--- src/rtl/ifu_fetch_if.sv ---
// Fetch-stage bus bundle: instruction-memory req/gnt/rvalid channel, EX redirect,
// and the valid/ready hand-off to decode. master = fetch unit, slave = environment.
interface ifu_fetch_if #(
  parameter int unsigned ADDR_W = 64,
  parameter int unsigned INST_W = 32
);
  logic              imem_req_o;
  logic [ADDR_W-1:0] imem_addr_o;
  logic              imem_gnt_i;
  logic              imem_rvalid_i;
  logic [INST_W-1:0] imem_rdata_i;
  logic              redirect_i;
  logic [ADDR_W-1:0] redirect_pc_i;
  logic              inst_valid_o;
  logic              inst_ready_i;
  logic [INST_W-1:0] inst_o;
  logic [ADDR_W-1:0] pc_o;

  modport master (
    output imem_req_o, imem_addr_o, inst_valid_o, inst_o, pc_o,
    input  imem_gnt_i, imem_rvalid_i, imem_rdata_i, redirect_i, redirect_pc_i, inst_ready_i
  );

  modport slave (
    input  imem_req_o, imem_addr_o, inst_valid_o, inst_o, pc_o,
    output imem_gnt_i, imem_rvalid_i, imem_rdata_i, redirect_i, redirect_pc_i, inst_ready_i
  );
endinterface

--- src/rtl/ifu_fetch.sv ---
// Instruction fetch stage: PC, single-outstanding imem fetch FSM and a small fetch FIFO.
// Optional performance counters are enabled with the IFU_PERF_CNT_EN macro.
module ifu_fetch #(
  parameter int unsigned       ADDR_W   = 64,
  parameter int unsigned       INST_W   = 32,
  parameter logic [ADDR_W-1:0] RESET_PC = 64'h0000_0000_8000_0000,
  parameter int unsigned       FQ_DEPTH = 2
) (
  input  logic        clk,
  input  logic        rst,
`ifdef IFU_PERF_CNT_EN
  output logic [63:0] ifu_fetch_cnt_o,
  output logic [63:0] ifu_stall_cnt_o,
`endif
  ifu_fetch_if.master bus
);

  localparam int unsigned PTR_W = (FQ_DEPTH > 1) ? $clog2(FQ_DEPTH) : 1;
  localparam int unsigned CNT_W = PTR_W + 1;
  localparam logic [CNT_W-1:0] DepthC = CNT_W'(FQ_DEPTH);

  typedef enum logic [1:0] {StHold, StReq, StWait, StFlush} state_e;

  state_e            state_q, state_d;
  logic [ADDR_W-1:0] pc_q, pc_d;
  logic [ADDR_W-1:0] req_pc_q, req_pc_d;
  logic [PTR_W-1:0]  wr_ptr_q, wr_ptr_d;
  logic [PTR_W-1:0]  rd_ptr_q, rd_ptr_d;
  logic [CNT_W-1:0]  cnt_q, cnt_d;
  logic [CNT_W-1:0]  cnt_upd;
  logic              push, pop, head_valid;

  logic [INST_W-1:0] inst_mem [FQ_DEPTH];
  logic [ADDR_W-1:0] pc_mem   [FQ_DEPTH];

  assign head_valid = (cnt_q != '0);
  // A redirect clears the FIFO, so neither a push nor a pop may take effect that cycle.
  assign pop     = head_valid && bus.inst_ready_i && !bus.redirect_i;
  assign push    = (state_q == StWait) && bus.imem_rvalid_i && !bus.redirect_i;
  assign cnt_upd = cnt_q + CNT_W'(push) - CNT_W'(pop);

  always_comb begin
    state_d  = state_q;
    pc_d     = pc_q;
    req_pc_d = req_pc_q;
    cnt_d    = cnt_upd;
    wr_ptr_d = push ? wr_ptr_q + PTR_W'(1) : wr_ptr_q;
    rd_ptr_d = pop  ? rd_ptr_q + PTR_W'(1) : rd_ptr_q;

    unique case (state_q)
      StHold:  if (cnt_q < DepthC) state_d = StReq;
      StReq: begin
        if (bus.imem_gnt_i) begin
          req_pc_d = pc_q;
          pc_d     = pc_q + ADDR_W'(4);
          state_d  = StWait;
        end
      end
      StWait:  if (bus.imem_rvalid_i) state_d = (cnt_upd < DepthC) ? StReq : StHold;
      StFlush: if (bus.imem_rvalid_i) state_d = StReq;
      default: state_d = StHold;
    endcase

    if (bus.redirect_i) begin
      pc_d     = bus.redirect_pc_i;
      cnt_d    = '0;
      wr_ptr_d = '0;
      rd_ptr_d = '0;
      // A granted-but-unanswered request becomes stale and must be drained in FLUSH.
      unique case (state_q)
        StHold:  state_d = StReq;
        StReq:   state_d = bus.imem_gnt_i    ? StFlush : StReq;
        StWait:  state_d = bus.imem_rvalid_i ? StReq   : StFlush;
        StFlush: state_d = bus.imem_rvalid_i ? StReq   : StFlush;
        default: state_d = StHold;
      endcase
    end
  end

  always_ff @(posedge clk) begin
    if (rst) begin
      state_q  <= StHold;
      pc_q     <= RESET_PC;
      req_pc_q <= RESET_PC;
      wr_ptr_q <= '0;
      rd_ptr_q <= '0;
      cnt_q    <= '0;
    end else begin
      state_q  <= state_d;
      pc_q     <= pc_d;
      req_pc_q <= req_pc_d;
      wr_ptr_q <= wr_ptr_d;
      rd_ptr_q <= rd_ptr_d;
      cnt_q    <= cnt_d;
    end
  end

  always_ff @(posedge clk) begin
    if (push) begin
      inst_mem[wr_ptr_q] <= bus.imem_rdata_i;
      pc_mem[wr_ptr_q]   <= req_pc_q;
    end
  end

  assign bus.imem_req_o   = (state_q == StReq);
  assign bus.imem_addr_o  = pc_q;
  assign bus.inst_valid_o = head_valid;
  assign bus.inst_o       = head_valid ? inst_mem[rd_ptr_q] : '0;
  assign bus.pc_o         = head_valid ? pc_mem[rd_ptr_q]   : '0;

`ifdef IFU_PERF_CNT_EN
  logic [63:0] fetch_cnt_q, stall_cnt_q;

  always_ff @(posedge clk) begin
    if (rst) begin
      fetch_cnt_q <= '0;
      stall_cnt_q <= '0;
    end else begin
      if (pop) fetch_cnt_q <= fetch_cnt_q + 64'd1;
      if (head_valid && !bus.inst_ready_i) stall_cnt_q <= stall_cnt_q + 64'd1;
    end
  end

  assign ifu_fetch_cnt_o = fetch_cnt_q;
  assign ifu_stall_cnt_o = stall_cnt_q;
`endif

endmodule
--- src/flat_wrapper.sv ---
// flat-port wrapper written by rule: the top's interface ports become plain ports
module ifu_fetch_flat 
#(
  parameter int unsigned       ADDR_W   = 64,
  parameter int unsigned       INST_W   = 32,
  parameter logic [ADDR_W-1:0] RESET_PC = 64'h0000_0000_8000_0000,
  parameter int unsigned       FQ_DEPTH = 2
)
  (clk, rst, bus_imem_req_o, bus_imem_addr_o, bus_inst_valid_o, bus_inst_o, bus_pc_o, bus_imem_gnt_i, bus_imem_rvalid_i, bus_imem_rdata_i, bus_redirect_i, bus_redirect_pc_i, bus_inst_ready_i);
  ifu_fetch_if #(.ADDR_W(ADDR_W), .INST_W(INST_W)) bus_i ();
  input  logic clk;
  input  logic rst;
  output wire logic [$bits(bus_i.imem_req_o)-1:0] bus_imem_req_o;
  output wire logic [$bits(bus_i.imem_addr_o)-1:0] bus_imem_addr_o;
  output wire logic [$bits(bus_i.inst_valid_o)-1:0] bus_inst_valid_o;
  output wire logic [$bits(bus_i.inst_o)-1:0] bus_inst_o;
  output wire logic [$bits(bus_i.pc_o)-1:0] bus_pc_o;
  input wire logic [$bits(bus_i.imem_gnt_i)-1:0] bus_imem_gnt_i;
  input wire logic [$bits(bus_i.imem_rvalid_i)-1:0] bus_imem_rvalid_i;
  input wire logic [$bits(bus_i.imem_rdata_i)-1:0] bus_imem_rdata_i;
  input wire logic [$bits(bus_i.redirect_i)-1:0] bus_redirect_i;
  input wire logic [$bits(bus_i.redirect_pc_i)-1:0] bus_redirect_pc_i;
  input wire logic [$bits(bus_i.inst_ready_i)-1:0] bus_inst_ready_i;
  assign bus_imem_req_o = bus_i.imem_req_o;
  assign bus_imem_addr_o = bus_i.imem_addr_o;
  assign bus_inst_valid_o = bus_i.inst_valid_o;
  assign bus_inst_o = bus_i.inst_o;
  assign bus_pc_o = bus_i.pc_o;
  assign bus_i.imem_gnt_i = bus_imem_gnt_i;
  assign bus_i.imem_rvalid_i = bus_imem_rvalid_i;
  assign bus_i.imem_rdata_i = bus_imem_rdata_i;
  assign bus_i.redirect_i = bus_redirect_i;
  assign bus_i.redirect_pc_i = bus_redirect_pc_i;
  assign bus_i.inst_ready_i = bus_inst_ready_i;
  ifu_fetch #(.ADDR_W(ADDR_W), .INST_W(INST_W), .RESET_PC(RESET_PC), .FQ_DEPTH(FQ_DEPTH)) u_core (.clk(clk), .rst(rst), .bus(bus_i));
endmodule
--- config.mk ---
export PLATFORM = sky130hd
export DESIGN_NAME = ifu_fetch_flat
export DESIGN_NICKNAME = d
export VERILOG_FILES = /design/src/rtl/ifu_fetch_if.sv /design/src/rtl/ifu_fetch.sv /design/src/flat_wrapper.sv
export SDC_FILE = /design/constraint.sdc
export NUM_CORES = 1
export LEC_CHECK = 0
export CAP_MARGIN = 20
export CORE_MARGIN = 4
export CORE_UTILIZATION = 56
export DETAILED_ROUTE_END_ITERATION = 16
export HOLD_SLACK_MARGIN = 0.06
export PLACE_DENSITY = 0.95
export SLEW_MARGIN = 20
export SYNTH_ARGS = -nofsm -noshare
export SYNTH_HDL_FRONTEND = slang
export SYNTH_SLANG_ARGS = --single-unit
export TNS_END_PERCENT = 1
--- constraint.sdc ---
create_clock -name clk -period 38.8 [get_ports clk]
set_clock_uncertainty 0.05 [all_clocks]
set_input_delay 9.7 -clock clk [delete_from_list [all_inputs] [get_ports clk]]
set_output_delay 9.7 -clock clk [all_outputs]
set_load 0.005 [all_outputs]
== After elaboration in Yosys (flattened, before gate mapping) ==
Memories as Yosys holds them, arrays and structs flattened. A register that Yosys moved wholly into a read port is not among the register bits.
Index checks and enable logic that the tools add are counted.
W data, S select, Z words.

* Bits in registers: 134
* Bits in writable memories: 192
* Bits of input ports: 102
* Output and inout bits: 162
* Memories: 2

{| class="wikitable"
|+ Memories
! name !! words !! width !! rd ports !! clocked after Yosys merged registers in !! write ports !! RTL line !! text
|-
| u_core.pc_mem || 2 || 64 || 1 || 1 || 1 || ifu_fetch.sv:34 || <nowiki>logic [ADDR_W-1:0] pc_mem [FQ_DEPTH];</nowiki>
|-
| u_core.inst_mem || 2 || 32 || 1 || 1 || 1 || ifu_fetch.sv:33 || <nowiki>logic [INST_W-1:0] inst_mem [FQ_DEPTH];</nowiki>
|}

* Add/sub/neg operators: 5
* Magnitude comparators: 2
* Equality and inequality tests: 7
* Muxes and demuxes: 21
* Reduce and logical (&&, ||, !) cells: 14

{| class="wikitable"
|+ Operator list
! operator !! count
|-
| $mux W64 || 4
|-
| $add A64 B3 Y64 const B || 1
|-
| $mux W32 || 1
|-
| $mux W2 || 7
|-
| $pmux W2 S4 || 1
|-
| $mux W1 || 7
|-
| $ne A3 B3 Y1 const B || 2
|-
| $pmux W2 S3 || 1
|-
| $reduce_bool A2 Y1 || 3
|-
| $eq A2 B2 Y1 const B || 2
|-
| $logic_and A1 B1 Y1 || 4
|-
| $lt A2 B2 Y1 const B || 2
|-
| $reduce_and A2 Y1 || 2
|-
| $reduce_and A4 Y1 || 1
|-
| $reduce_or A2 Y1 || 2
|-
| $ne A3 B1 Y1 const B || 1
|-
| $ne A3 B2 Y1 const B || 1
|-
| $add A1 B1 Y1 const B || 2
|-
| $add A2 B1 Y2 || 1
|-
| $eq A2 B1 Y1 const B || 1
|-
| $logic_not A2 Y1 || 1
|-
| $sub A2 B1 Y2 || 1
|-
| $logic_not A1 Y1 || 1
|}

== Logic depth before layout (Yosys ltp) ==
* Word-level depth: 10
* Gate-level depth with buffers: 12

== Worst setup path after synthesis ==
Ideal clock, no wire load.

* Kind: input to register
* Start point: in bus_redirect_i
* End point: mem u_core.inst_mem[0][0], enable pin
* Arrival time: 19.232 ns
* Required time: 37.964 ns
* Slack: 18.732 ns
* Cell stages on the path: 3
* Path buffers: 2
* Cell sequence: clkbuf_1 clkbuf_1 nor4_1

* Longest elaborated chain between the ends: 4

{| class="wikitable"
|+ Ends and longest elaborated chain
! element !! RTL line !! text
|-
| start, declared || flat_wrapper.sv:21 || <nowiki>input wire logic [$bits(bus_i.redirect_i)-1:0] bus_redirect_i;</nowiki>
|-
| $logic_not A1 Y1 || ifu_fetch.sv:39 || <nowiki>assign push = (state_q == StWait) && bus.imem_rvalid_i && !bus.redirect_i;</nowiki>
|-
| $logic_and A1 B1 Y1 || ifu_fetch.sv:39 ||
|-
| $mux W1 || ifu_fetch.sv:99 || <nowiki>if (push) begin</nowiki>
|-
| $mux W1 (implied by the code) || ifu_fetch.sv:100 || <nowiki>inst_mem[wr_ptr_q] <= bus.imem_rdata_i;</nowiki>
|-
| end, declared || ifu_fetch.sv:33 ||
|}

No other way between the ends.

==> results.sh <==
export IMPL_worst_skew_pair_late_latency_ns=0.55
export IMPL_clk_pin_slew_ns=0.06
export IMPL_critPathLaunchType="register"
export IMPL_rsz_0062_raised_after_global_routing="false"
export IMPL_ff2ff_path_depth=13
export IMPL_postSynthAreaPerCell_sq_um=11.19
export IMPL_ioPinCount=264
export IMPL_post_cts_setup_buffer_count=0
export IMPL_count_of_flip_flops_with_a_built_in_enable_after_synthesis=192
export IMPL_finalWeightedCongestion=0.8866
export IMPL_worstMarginPinSlew_ns=1.153
export IMPL_timing_max_transition_violations_final=0
export IMPL_netlist_instances=1207
export IMPL_count_of_maximum_capacitance_violations=0
export IMPL_syn2layout_area_growth_pct=28.52
export IMPL_dominantRegCellSynth="sky130_fd_sc_hd__edfxtp_1"
export IMPL_syn_area_sq_um=13500
export IMPL_gr_total_overflow=0
export IMPL_drt_first_iter_violations=1126
export IMPL_final_layout_size_suffix_gt1_share_pct=4.870
export IMPL_worstPathCellList="buf_4 -> mux2i_1 -> nor2_1 -> clkdlybuf4s50_1"
export IMPL_antenna_found_initial=1
export IMPL_switching_power_w=0.0001566
export IMPL_final_hold_worst_slack_ns=0.4006
export IMPL_leakage_dissipation_nw=5.664
export IMPL_power_sequential_fraction_pct=52.4
export IMPL_worst_hold_path_num_cells=0
export IMPL_drt_wl_total_um=36300
export IMPL_grt_start_max_net_pins=86
export IMPL_port_buffers=263
export IMPL_cts_root_buf="sky130_fd_sc_hd__clkbuf_16"
export IMPL_post_route_setup_tns_ns=0
export IMPL_period_needed_ns=12.98
export IMPL_diodes=0
export IMPL_wire_per_inst_um=20.43
export IMPL_finalNetCount=1539
export IMPL_place_hpwl_um=23910
export IMPL_period_share_pct=33.45
export IMPL_path_class="register to output pin"
export IMPL_power_report_internal_total_w=0.0005774
export IMPL_endpoints_failing_setup=0
export IMPL_dpl_cell_area_sq_um=16330
export IMPL_syn_nets=1312
export IMPL_floorplan_die_width_um=163.3
export IMPL_numClockSinks=327
export IMPL_stdcell_area_sq_um=17350
export IMPL_die_height_um=163.3
export IMPL_max_freq_mhz=77.05
export IMPL_drtPass1Iterations=5
export IMPL_post_cts_resized=0
export IMPL_floorplan_die_area_sq_um=26660
export IMPL_status="finished clean"
export IMPL_cp_slowest_stage_delay_ns=0.92
export IMPL_final_hold_violation_count=0
export IMPL_synth_lib_cells_used_distinct=57
export IMPL_swShare_pct=21.34
export IMPL_drcViolationCount=0
export IMPL_core_region_area_sq_um=23610
export IMPL_pwr_density_cell_nw_per_um2=42.30
export IMPL_relSlewSlack_pct=22.45
export IMPL_cts_root_to_sink_buffers=3
export IMPL_grt_util_all_layers_pct=26.39
export IMPL_ys_warn_count=0
export IMPL_cp_capture_type="output pin"
export IMPL_grt_pass1_wl_um=56010
export IMPL_placementRows=56
export IMPL_tritoncts="built"
export IMPL_crit_slowest_cell="sky130_fd_sc_hd__dfxtp_4"
export IMPL_cts_inserted_buffers=31
export IMPL_floorplan_initialDensity_pct=57.18
export IMPL_route_detailed_vias_per_inst=5.920
export IMPL_worstPathRequired_ns=29.05
export IMPL_yosys_register_bits=327
export IMPL_clock_power_share_pct=41.3
export IMPL_h_tree_depth=1
export IMPL_synth_async_reset_ratio_pct=0
export IMPL_synth_sequential_area_ratio_pct=62.72
export IMPL_drtAntennaViolNets=0
export IMPL_design_power_total_w=0.0007341
export IMPL_worstPathArrival_ns=3.23
export IMPL_detailroute_via_count=10520
export IMPL_comb_power_share_pct=6.3
export IMPL_critical_path_max_fanout=50
export IMPL_vias_in_the_first_global_route=10350
export IMPL_irDropWorstVdd_mv=0.03653
export IMPL_cts_hold_buf=0
export IMPL_worst_hold_path_type="register to register"
[worst max-delay path, delay by kind of cell, from the launching register on]
family,cells,cell delay (ns)
buffers and inverters,2,1.34
muxes,1,0.21
and+or+nand+nor,1,0.16
DFF,1,0.92
[power groups by stage]
stage | registers (W) | clock network, W | logic (W)
after floorplan | 0.000388 | 0 | 0.0000192
after global placement | 0.000391 | 0 | 0.0000447
after detailed placement | 0.000391 | 0 | 0.0000458
after CTS | 0.000384 | 0.000306 | 0.0000465
after global routing | 0.000385 | 0.000322 | 0.0000503
final | 0.000385 | 0.000303 | 0.0000465
[kinds of logic after synthesis]
group                    after synthesis  synth area share, %
AO/OA/AOI/OAI                        168                8.238
XOR/XNOR                              32                2.076
multiplexers                         100                7.414
buffers and inverters                103                2.910
AND/OR/NAND/NOR                      474                16.37
adder cells (fa/ha/maj)                3               0.2780
flip-flops                           327                62.72
[cells in the final DEF, fill, tap and decap left out, types with 10 or more instances in the layout]
cell,count
sky130_fd_sc_hd__buf_4,13
sky130_fd_sc_hd__or4_1,13
sky130_fd_sc_hd__and4_1,10
sky130_fd_sc_hd__nand4_1,19
sky130_fd_sc_hd__a21oi_1,77
sky130_fd_sc_hd__xnor2_1,23
sky130_fd_sc_hd__inv_1,21
sky130_fd_sc_hd__nor2_1,157
sky130_fd_sc_hd__nand2_1,166
sky130_fd_sc_hd__a211oi_1,18
sky130_fd_sc_hd__nor3_1,12
sky130_fd_sc_hd__a311oi_1,20
sky130_fd_sc_hd__nor4_1,22
sky130_fd_sc_hd__clkdlybuf4s50_1,261
sky130_fd_sc_hd__o31ai_1,11
sky130_fd_sc_hd__nand3_1,32
sky130_fd_sc_hd__clkbuf_16,32
sky130_fd_sc_hd__dfxtp_1,134
sky130_fd_sc_hd__edfxtp_1,192
sky130_fd_sc_hd__mux2i_1,100
[Yosys cell counts (3+ instances only)]
cell                        count  area, sq um
sky130_fd_sc_hd__a2111oi_0      3        26.28
sky130_fd_sc_hd__a211oi_1      18        135.1
sky130_fd_sc_hd__a21oi_1       77        385.4
sky130_fd_sc_hd__a311oi_1      20        175.2
sky130_fd_sc_hd__and2_1         6        37.54
sky130_fd_sc_hd__and3_1         6        37.54
sky130_fd_sc_hd__and4_1        10        87.58
sky130_fd_sc_hd__buf_1         16        60.06
sky130_fd_sc_hd__buf_2          5        25.02
sky130_fd_sc_hd__clkbuf_1      60        225.2
sky130_fd_sc_hd__dfxtp_1      135         2703
sky130_fd_sc_hd__edfxtp_1     192         5766
sky130_fd_sc_hd__ha_1           3        37.54
sky130_fd_sc_hd__inv_1         21        78.83
sky130_fd_sc_hd__mux2i_1      100         1001
sky130_fd_sc_hd__nand2_1      166        623.1
sky130_fd_sc_hd__nand3_1       32        160.2
sky130_fd_sc_hd__nand4_1       19        118.9
sky130_fd_sc_hd__nor2_1       158        593.1
sky130_fd_sc_hd__nor3_1        12        60.06
sky130_fd_sc_hd__nor3b_1        3        22.52
sky130_fd_sc_hd__nor4_1        23        143.9
sky130_fd_sc_hd__nor4b_1        5        43.79
sky130_fd_sc_hd__o211ai_1       3        22.52
sky130_fd_sc_hd__o21ai_0        8        40.04
sky130_fd_sc_hd__o21bai_1       3        22.52
sky130_fd_sc_hd__o31a_1         5        43.79
sky130_fd_sc_hd__o31ai_1       11        82.58
sky130_fd_sc_hd__or3_1          8        50.05
sky130_fd_sc_hd__or4_1         13        97.59
sky130_fd_sc_hd__xnor2_1       23        201.4
sky130_fd_sc_hd__xor2_1         9        78.83
[layout make-up]
| class | count | area [sq um] |
|---|---|---|
| Fill cell | 1537 | 6260 |
| Inverter | 22 | 82.58 |
| Multi-Input combinational cell | 777 | 4658 |
| Tap cell | 319 | 399.1 |
| Sequential cell | 327 | 8472 |
| Clock buffer | 42 | 848.3 |
| Clock inverter | 15 | 177.7 |
| Timing Repair Buffer | 275 | 2715 |
[sequential cells by signal, indices dropped and copies added (netlist names), named ones only]
signal                  flops
u_core.rd_ptr_q             1
u_core.req_pc_q            64
u_core.wr_ptr_q             1
u_core.cnt_q                2
u_core.pc_mem             128
u_core.inst_mem            64
u_core.bus.imem_addr_o     64
u_core.state_q              2
[path summary, 6_finish.rpt]
| path | endpoint | start | slack (ns) |
|---|---|---|---|
| hold reg to reg | u_core.pc_mem[1][42] | u_core.req_pc_q[42] | 0.40 |
| setup reg to reg | u_core.state_q[0] | u_core.cnt_q[1] | 35.27 |
| hold / removal | u_core.pc_mem[1][42] | u_core.req_pc_q[42] | 0.40 |
| setup / recovery | bus_pc_o[7] | register | 25.82 |
[stage by stage]
step	utilization [%]	worst slack, ns	std cells
after floorplan	-	18.73	1207
after global placement	69.14	26.15	1720
after detailed placement	69.14	26.07	1720
after CTS	73.49	25.76	1777
after global routing	73.49	25.65	1777
final	73.49	25.82	1777
[layer usage]
metal | track usage [%] | share of wire, % | vias up
li1 | - | - | 4835
met1 | 32.84 | 38 | 5012
met2 | 45.32 | 49 | 588
met3 | 7.343 | 11 | 83
met4 | 7.701 | 2.7 | 2
met5 | 0 | 0.047 | -
Power figures use the tool's default switching activity.
